File: src/rtl/mem_seq.sv
// mem_seq: byte-serial load/store sequencer over an 8-bit fixed-latency RAM port.
// Optional build macro MEM_SEQ_MISALIGN_TRAP_EN adds misalign_o and traps misaligned half/word.
module mem_seq #(
    parameter int RD_LAT = 2,
    parameter int ADDR_W = 32
) (
    input  logic              clk,
    input  logic              rst,
    input  logic              stall_i,
    input  logic              req_i,
    input  logic              is_store_i,
    input  logic [1:0]        size_i,
    input  logic              sign_ext_i,
    input  logic [ADDR_W-1:0] addr_i,
    input  logic [31:0]       wdata_i,
    input  logic              wreg_i,
    input  logic [4:0]        waddr_i,
    output logic              mem_re_o,
    output logic              mem_we_o,
    output logic [ADDR_W-1:0] mem_addr_o,
    output logic [7:0]        mem_wdata_o,
    input  logic [7:0]        mem_rdata_i,
`ifdef MEM_SEQ_MISALIGN_TRAP_EN
    output logic              misalign_o,
`endif
    output logic              busy_o,
    output logic              done_o,
    output logic [31:0]       rdata_o,
    output logic              wreg_o,
    output logic [4:0]        waddr_o
);

    typedef enum logic [1:0] {IDLE, LOAD, STORE, DONE} state_t;

    state_t            state, state_n;
    logic [1:0]        idx;
    logic [3:0]        wcnt;
    logic [31:0]       result;
    logic              st_q;
    logic [1:0]        size_q;
    logic              sext_q;
    logic [ADDR_W-1:0] addr_q;
    logic [31:0]       wdata_q;
    logic              wreg_q;
    logic [4:0]        waddr_q;
    logic              mis_q;
    logic              mis_in;
    logic [1:0]        last_idx;
    logic              wait_end;
    logic [7:0]        wbyte;
    logic [31:0]       ext;

`ifdef MEM_SEQ_MISALIGN_TRAP_EN
    assign mis_in = (size_i == 2'd1 && addr_i[0]) ||
                    (size_i == 2'd2 && addr_i[1:0] != 2'b00);
    assign misalign_o = (state == DONE) && mis_q;
`else
    assign mis_in = 1'b0;
`endif

    assign wait_end = (wcnt == 4'(RD_LAT - 1));

    // Index of the final byte and store byte lane for the current index
    always_comb begin
        last_idx = 2'd3;
        wbyte    = wdata_q[7:0];
        unique case (size_q)
            2'd0:    last_idx = 2'd0;
            2'd1:    last_idx = 2'd1;
            default: last_idx = 2'd3;
        endcase
        unique case (idx)
            2'd0: wbyte = wdata_q[7:0];
            2'd1: wbyte = wdata_q[15:8];
            2'd2: wbyte = wdata_q[23:16];
            2'd3: wbyte = wdata_q[31:24];
        endcase
    end

    // Extend the assembled load result to 32 bits
    always_comb begin
        ext = result;
        unique case (size_q)
            2'd0:    ext = {{24{sext_q & result[7]}}, result[7:0]};
            2'd1:    ext = {{16{sext_q & result[15]}}, result[15:0]};
            default: ext = result;
        endcase
    end

    // Next-state and strobe/result outputs
    always_comb begin
        state_n  = state;
        mem_re_o = 1'b0;
        mem_we_o = 1'b0;
        busy_o   = (state != IDLE);
        done_o   = 1'b0;
        rdata_o  = 32'd0;
        wreg_o   = 1'b0;
        waddr_o  = 5'd0;
        unique case (state)
            IDLE: begin
                if (req_i && !stall_i) begin
                    if (size_i == 2'd3 || mis_in) state_n = DONE;
                    else if (is_store_i)          state_n = STORE;
                    else                          state_n = LOAD;
                end
            end
            LOAD: begin
                if (!stall_i) begin
                    mem_re_o = 1'b1;
                    if (wait_end && idx == last_idx) state_n = DONE;
                end
            end
            STORE: begin
                if (!stall_i) begin
                    mem_we_o = 1'b1;
                    if (idx == last_idx) state_n = DONE;
                end
            end
            DONE: begin
                done_o  = 1'b1;
                wreg_o  = wreg_q & ~mis_q;
                waddr_o = waddr_q;
                if (!st_q && size_q != 2'd3 && !mis_q) rdata_o = ext;
                if (!stall_i) state_n = IDLE;
            end
            default: state_n = IDLE;
        endcase
    end

    assign mem_addr_o  = (mem_re_o || mem_we_o) ? addr_q + ADDR_W'(idx) : '0;
    assign mem_wdata_o = mem_we_o ? wbyte : 8'd0;

    // State, byte index, wait counter, result and latched request fields
    always_ff @(posedge clk) begin
        if (rst) begin
            state   <= IDLE;
            idx     <= 2'd0;
            wcnt    <= 4'd0;
            result  <= 32'd0;
            st_q    <= 1'b0;
            size_q  <= 2'd0;
            sext_q  <= 1'b0;
            addr_q  <= '0;
            wdata_q <= 32'd0;
            wreg_q  <= 1'b0;
            waddr_q <= 5'd0;
            mis_q   <= 1'b0;
        end else begin
            state <= state_n;
            unique case (state)
                IDLE: begin
                    if (req_i && !stall_i) begin
                        st_q    <= is_store_i;
                        size_q  <= size_i;
                        sext_q  <= sign_ext_i;
                        addr_q  <= addr_i;
                        wdata_q <= wdata_i;
                        wreg_q  <= wreg_i;
                        waddr_q <= waddr_i;
                        mis_q   <= mis_in;
                        idx     <= 2'd0;
                        wcnt    <= 4'd0;
                        result  <= 32'd0;
                    end
                end
                LOAD: begin
                    if (stall_i) begin
                        wcnt <= 4'd0;
                    end else if (wait_end) begin
                        result[{idx, 3'b000} +: 8] <= mem_rdata_i;
                        wcnt <= 4'd0;
                        idx  <= idx + 2'd1;
                    end else begin
                        wcnt <= wcnt + 4'd1;
                    end
                end
                STORE: begin
                    if (!stall_i) idx <= idx + 2'd1;
                end
                default: ;
            endcase
        end
    end

endmodule

File: config.mk
export PLATFORM = sky130hd
export DESIGN_NAME = mem_seq
export DESIGN_NICKNAME = d
export VERILOG_FILES = /design/src/rtl/mem_seq.sv
export SDC_FILE = /design/constraint.sdc
export NUM_CORES = 1
export LEC_CHECK = 0
export CELL_PAD_IN_SITES_DETAIL_PLACEMENT = 2
export CELL_PAD_IN_SITES_GLOBAL_PLACEMENT = 2
export CORE_AREA = 2 2 146 148
export CTS_CLUSTER_SIZE = 20
export DETAILED_ROUTE_END_ITERATION = 16
export DIE_AREA = 0 0 148 150
export GPL_TIMING_DRIVEN = 0
export PLACE_DENSITY = 0.92
export SLEW_MARGIN = 40
export SYNTH_ARGS = -nofsm -noshare
export SYNTH_HDL_FRONTEND = slang
export SYNTH_SLANG_ARGS = --single-unit
File: constraint.sdc
create_clock -name clk -period 6.4 [get_ports clk]
set_input_delay 1.28 -clock clk [delete_from_list [all_inputs] [get_ports clk]]
set_output_delay 1.28 -clock clk [all_outputs]
set_load 0.1 [all_outputs]
==> results.sh, run 1 <==
export IMPL_overflow=0
export IMPL_dr_first_iter_drc_count=280
export IMPL_period_share=0.7933
export IMPL_syn_cell_area_sq_um=5894
export IMPL_start_util=0.2849
export IMPL_p_leak_nw=2.999
export IMPL_grt_max_degree=17
export IMPL_timing_fmax_mhz=197.0
export IMPL_ctsRootBufferMaster="clkbuf_16"
export IMPL_antenna_cells=0
export IMPL_detail_route_antenna_nets=0
export IMPL_cts_resized=0
export IMPL_antenna_found_initial=1
export IMPL_cts_setup_buffers=0
export IMPL_yosys_area_share_adder=0.03736
export IMPL_yosysTopAreaCellShare=0.3872
export IMPL_io_buffers=167
export IMPL_nets=1067
export IMPL_hpwl_microns=17420
export IMPL_preCtsSetupSlack_ns=1.346
export IMPL_drv_cap=0
export IMPL_top_level_ports=168
export IMPL_syn_inst=778
export IMPL_grt_pass1_wl_microns=37800
export IMPL_clk_pin_slew_worst_paths_ns=0.05
export IMPL_critPathLaunchType="input port"
export IMPL_synth_top_family_by_area="simple AND/OR/NAND/NOR gates"
export IMPL_synth_xor_area_share=0.02080
export IMPL_synthMuxAreaShare=0.006793
export IMPL_crit_path_max_fanout=10
export IMPL_core_sq_um=20690
export IMPL_die_area_sq_um=22200
export IMPL_cts_sinks=114
export IMPL_syn_area_per_cell_sq_um=7.576
export IMPL_synthTopCellsByArea="dfxtp_1 (39%), a21oi_1 (11%), nand2_1 (11%)"
export IMPL_area_growth_pct=37.32
export IMPL_synth_ff_type="dfxtp_1"
export IMPL_rsz0062_at_grt="false"
export IMPL_critPathKind="input port to output port"
export IMPL_status="finished, final reports clean"
export IMPL_yosys_cell_types_count=45
export IMPL_final_common_cell="nand2_1"
export IMPL_period_needed_ns=5.077
export IMPL_worst_pin_slew_ns=0.7447
export IMPL_num_vias=6445
export IMPL_synthArstFlopShare=0
export IMPL_power_density_nw_per_um2=307.0
export IMPL_grt_pass1_vias=6860
export IMPL_gp_congestion=0.7795
export IMPL_postCtsHoldBufs=0
export IMPL_yosysSeqAreaShare=0.3872
export IMPL_dr_pass1_iters=5
export IMPL_cts_tree="built"
export IMPL_synthSimpleGateAreaFrac=0.2772
export IMPL_cts_buffers=17
export IMPL_drc=0
export IMPL_hold_path_class="flop to flop"
export IMPL_setup_viol=0
export IMPL_die_y_microns=150
export IMPL_finalMaxSlewViolations=0
export IMPL_synth_top_cell_by_area="dfxtp_1"
export IMPL_critical_path_endpoint_type="output port"
export IMPL_ir_worst_vdd_mv=0.1841
export IMPL_setup_ws_ns=1.323
export IMPL_cts_htree_levels=4
export IMPL_drive_gt1_frac=0.1300
export IMPL_worstPathArrival_ns=3.80
export IMPL_final_cell_mix="nand2_1 (168), a21oi_1 (127), dfxtp_1 (114)"
export IMPL_relSlewSlack=0.5035
export IMPL_die_w_microns=148
export IMPL_synth_seq_cells=114
export IMPL_clock_latency_ns=0.42
export IMPL_grt_usage=0.2166
export IMPL_finClkSkew_ns=0.006592
export IMPL_synth_edf_count=0
export IMPL_synth_nets=881
export IMPL_routedWlPerCell_microns=19.00
export IMPL_cp_required_ns=5.12
export IMPL_synth_compound_area_frac=0.2159
export IMPL_rows=53
export IMPL_drt_wl_total_microns=23780
export IMPL_clock_path_buffers=2
export IMPL_hold_viol_final=0
export IMPL_ys_warn_count=0
export IMPL_via_per_inst=5.148
export IMPL_setup_tns_ns=0
## power breakdown
group          internal [mW]  switching [mW]
Sequential             0.770          0.0670
Combinational          0.199           0.496
Clock                  0.595           0.358
## layout make-up
cell class,instances,area [sq um]
Fill cell,2414,12600
Multi-Input combinational cell,580,3296
Sequential cell,114,2282
Timing Repair Buffer,167,1261
Clock buffer,20,456.7
Tap cell,275,344.1
Buffer,56,217.7
Clock inverter,12,131.4
Inverter,28,105.1
## stage by stage
stage	total power, mW	util	instance area [sq um]	instances	hold slack, ns
2_1_floorplan	1.294	-	5894	778	0.4317
3_3_place_gp	1.521	0.3823	7910	1220	0.4381
3_5_place_dp	1.540	0.3628	7506	1220	0.4471
4_1_cts	2.508	0.3912	8094	1252	0.4547
5_1_grt	2.615	0.3912	8094	1252	0.4818
6_report	2.485	0.3912	8094	1252	0.4515
## flip-flops by register name, summed over array words and instances, names as in the netlist
name,flops
addr_q,32
result,32
wdata_q,32
waddr_q,5
wcnt,4
idx,2
size_q,2
state,2
sext_q,1
st_q,1
wreg_q,1
## cells in the mapped netlist (2+ instances only)
cell	instances
buf_2	6
nand2_1	168
xnor2_1	3
nor2b_1	4
dfxtp_1	114
buf_1	3
or3_1	5
a211oi_1	2
o31ai_1	37
nand3_1	12
or3b_2	2
and3b_1	2
clkbuf_1	47
or4_1	14
nand4_1	11
and2_1	17
mux2i_1	4
nand3b_1	26
a222oi_1	8
ha_1	16
nand2b_1	16
and3_1	3
a22o_1	10
o21ai_0	19
a21oi_1	127
nor2_1	36
inv_1	28
nor4_1	2
o21ai_1	2
xor2_1	11
a21o_1	3
o221ai_1	3
and4_1	5
## kinds of logic (layout without fill, tap and decap cells)
family                     Yosys count  after routing
AOI/OAI and AO/OA                  214            214
and+or+nand+nor                    331            331
DFF                                114            114
adders and majority gates           17             17
xor gates and xnor gates            14             14
buffers and inverters               84            283
muxes                                4              4
## critical path, stage by stage
cell and delay [ns]:
clkdlybuf4s50_1 0.57, clkbuf_1 0.40, nand2b_1 0.19, clkbuf_1 0.43, buf_1 0.44, nor2_1 0.15, buf_2 0.32
## layer usage
layer  track usage  up-vias  routed length, microns
met5             0        -                       0
li1              -     3092                       -
met2        0.3815      162                   12030
met1        0.2686     3167                   10400
met4       0.06238        0                     405
met3       0.04207       24                     945
## final timing paths
| path | start | to | depth (start not counted) | slack (ns) |
|---|---|---|---|---|
| setup / recovery | stall_i | mem_addr_o[8] | 7 | 1.32 |
| hold / removal | waddr_q[0]$_SDFFE_PP0P_ | waddr_q[0]$_SDFFE_PP0P_ | 2 | 0.45 |
| setup reg to reg | idx[0]$_SDFFE_PP0P_ | result[15]$_SDFFE_PP0P_ | 6 | 3.65 |
| hold reg to reg | waddr_q[0]$_SDFFE_PP0P_ | waddr_q[0]$_SDFFE_PP0P_ | 2 | 0.45 |
Power figures use the tool's default switching activity.
==> run 2: changes to the inputs <==
Settings changed: CORE_AREA 2 2 146 148 to 2 2 151 153, DIE_AREA 0 0 148 150 to 0 0 153 155, PLACE_DENSITY 0.92 to 0.87.
Clock period 6.4 ns to 5.2 ns, I/O delays scaled along.
==> run 2 against run 1 <==
Against the previous run: design area is 0.60% higher; first-iteration DRC count is 16% lower; critical path type unchanged; wire length is 1.5% lower; non-clock buffer count stayed put; die area is 6.8% higher; clock-buffer cell count is 1 lower; global-route usage is 1.7 points lower; flip-flop and latch count stayed put; highest routed layer unchanged.
==> results.sh, run 2 (same netlist as run 1, synthesis figures left out) <==
export IMPL_reg2reg_depth=7
export IMPL_critPathKind="input port to output port"
export IMPL_die_w_microns=153
export IMPL_p_total_mw=3.132
export IMPL_path_cells="clkdlybuf4s50_1, clkbuf_1, nand2b_1, clkbuf_1, buf_1, nor2_1, buf_2"
export IMPL_crit_slowest_cell="clkdlybuf4s50_1"
export IMPL_crit_path_max_fanout=10
export IMPL_clk_pin_slew_worst_paths_ns=0.05
export IMPL_power_density_nw_per_um2=384.6
export IMPL_clock_latency_ns=0.43
export IMPL_top_regs="addr_q: 32 flops, result: 32 flops, wdata_q: 32 flops"
export IMPL_min_from="waddr_q[2]$_SDFFE_PP0P_"
export IMPL_nets=1067
export IMPL_antenna_cells=0
export IMPL_cts_resized=0
export IMPL_hold_end="waddr_q[2]$_SDFFE_PP0P_"
export IMPL_drt_wl_total_microns=23420
export IMPL_cts_htree_levels=4
export IMPL_grt_pass1_wl_microns=37700
export IMPL_critPathLaunchType="input port"
export IMPL_timing_fmax_mhz=219.8
export IMPL_postCtsHoldBufs=0
export IMPL_num_fill_cells=2567
export IMPL_io_buffers=167
export IMPL_final_common_cell="nand2_1"
export IMPL_dp_cells=1230
export IMPL_grt_usage=0.1995
export IMPL_worst_pin_slew_ns=0.7399
export IMPL_drive_gt1_frac=0.1310
export IMPL_relSlewSlack=0.5068
export IMPL_worstPathArrival_ns=3.51
export IMPL_detail_route_antenna_nets=0
export IMPL_routedWlPerCell_microns=18.55
export IMPL_start_util=0.2652
export IMPL_grt_pass1_vias=6918
export IMPL_antenna_found_initial=0
export IMPL_die_y_microns=155
export IMPL_ctsRootBufferMaster="clkbuf_16"
export IMPL_num_vias=6396
export IMPL_cts_buffers=17
export IMPL_cts_setup_buffers=0
export IMPL_dr_first_iter_drc_count=236
export IMPL_cp_common_cell="clkbuf_1"
export IMPL_ir_worst_vdd_mv=0.2170
export IMPL_setup_viol=0
export IMPL_core_sq_um=22230
export IMPL_finClkSkew_ns=0.01276
export IMPL_top_level_ports=168
export IMPL_area_growth_pct=38.14
export IMPL_rsz0062_at_grt="false"
export IMPL_r2r_slack_ns=2.52
export IMPL_finalMaxSlewViolations=0
export IMPL_cts_sinks=114
export IMPL_die_area_sq_um=23720
export IMPL_hold_depth=2
export IMPL_cp_slowest_stage_delay_ns=0.56
export IMPL_critical_path_endpoint_type="output port"
export IMPL_p_leak_nw=3.010
export IMPL_period_share=0.8751
export IMPL_status="finished, final reports clean"
export IMPL_hpwl_microns=17370
export IMPL_hold_viol_final=0
export IMPL_overflow=0
export IMPL_whs_ns=0.4526
export IMPL_hold_path_class="flop to flop"
export IMPL_gp_congestion=0.7861
export IMPL_reg2reg_to="result[6]$_SDFFE_PP0P_"
export IMPL_via_per_inst=5.068
export IMPL_rows=55
export IMPL_final_cell_mix="nand2_1 (168), a21oi_1 (127), dfxtp_1 (114)"
export IMPL_r2r_start="idx[0]$_SDFFE_PP0P_"
export IMPL_drv_cap=0
export IMPL_cp_required_ns=4.16
export IMPL_dr_pass1_iters=5
export IMPL_grt_max_degree=17
export IMPL_cts_tree="built"
export IMPL_drc=0
export IMPL_stdcell_count=1262
export IMPL_clock_path_buffers=2
export IMPL_period_needed_ns=4.550
run 2: changes by cell type in the layout (fill, tap and decap cells not counted), sizes merged:
cell      before  now
inv           30   33
bufinv         2    3
clkinv         7    3
clkbuf        67   66
clkinvlp       1    2
run 2: worst max path at each step:
stage                               start        endpoint  slack, ns  cells past startpoint
floorplan           state[0]$_SDFFE_PP0P_     rdata_o[21]       0.54                      6
global placement                  stall_i   mem_addr_o[8]      -0.02                      7
detailed placement                stall_i   mem_addr_o[8]       0.61                      7
CTS                               stall_i   mem_addr_o[8]       0.61                      7
global route          idx[1]$_SDFFE_PP0P_  mem_addr_o[23]       0.39                      8
finish                            stall_i   mem_addr_o[8]       0.65                      7
run 2: area by class of cell:
cell class	instances	area, sq um	area share
Clock inverter	13	171.4	0.02105
Buffer	56	217.7	0.02674
Inverter	28	105.1	0.01291
Multi-Input combinational cell	580	3296	0.4047
Sequential cell	114	2282	0.2803
Timing Repair Buffer	167	1261	0.1549
Tap cell	285	356.6	0.04379
Clock buffer	19	452.9	0.05562
run 2: through the flow:
step	utilization	worst slack [ns]	setup TNS (ns)	instance area, sq um
6_report	0.3663	0.6495	0	8143
5_1_grt	0.3663	0.3926	0	8143
4_1_cts	0.3663	0.6139	0	8143
3_5_place_dp	0.3382	0.6068	0	7518
3_3_place_gp	0.3564	-0.01792	-0.03922	7923
2_1_floorplan	-	0.5386	0	5894
run 2: per-layer routing:
metal	global-route usage	vias up	part of all wire
met4	0.06085	0	0.017
met1	0.2493	3139	0.45
li1	-	3097	-
met5	0	-	0
met3	0.03621	24	0.038
met2	0.3504	136	0.49
run 2: power by group:
part           internal [mW]  leakage (nW)  switching [mW]
clock network          0.787         0.301           0.471
registers              0.948         0.926          0.0827
logic                  0.244          1.78           0.599
run 2: worst max-delay path: cells and delay by family:
kind                   cells  cell delay [ns]
AND/OR/NAND/NOR            2             0.36
buffers and inverters      5             2.09
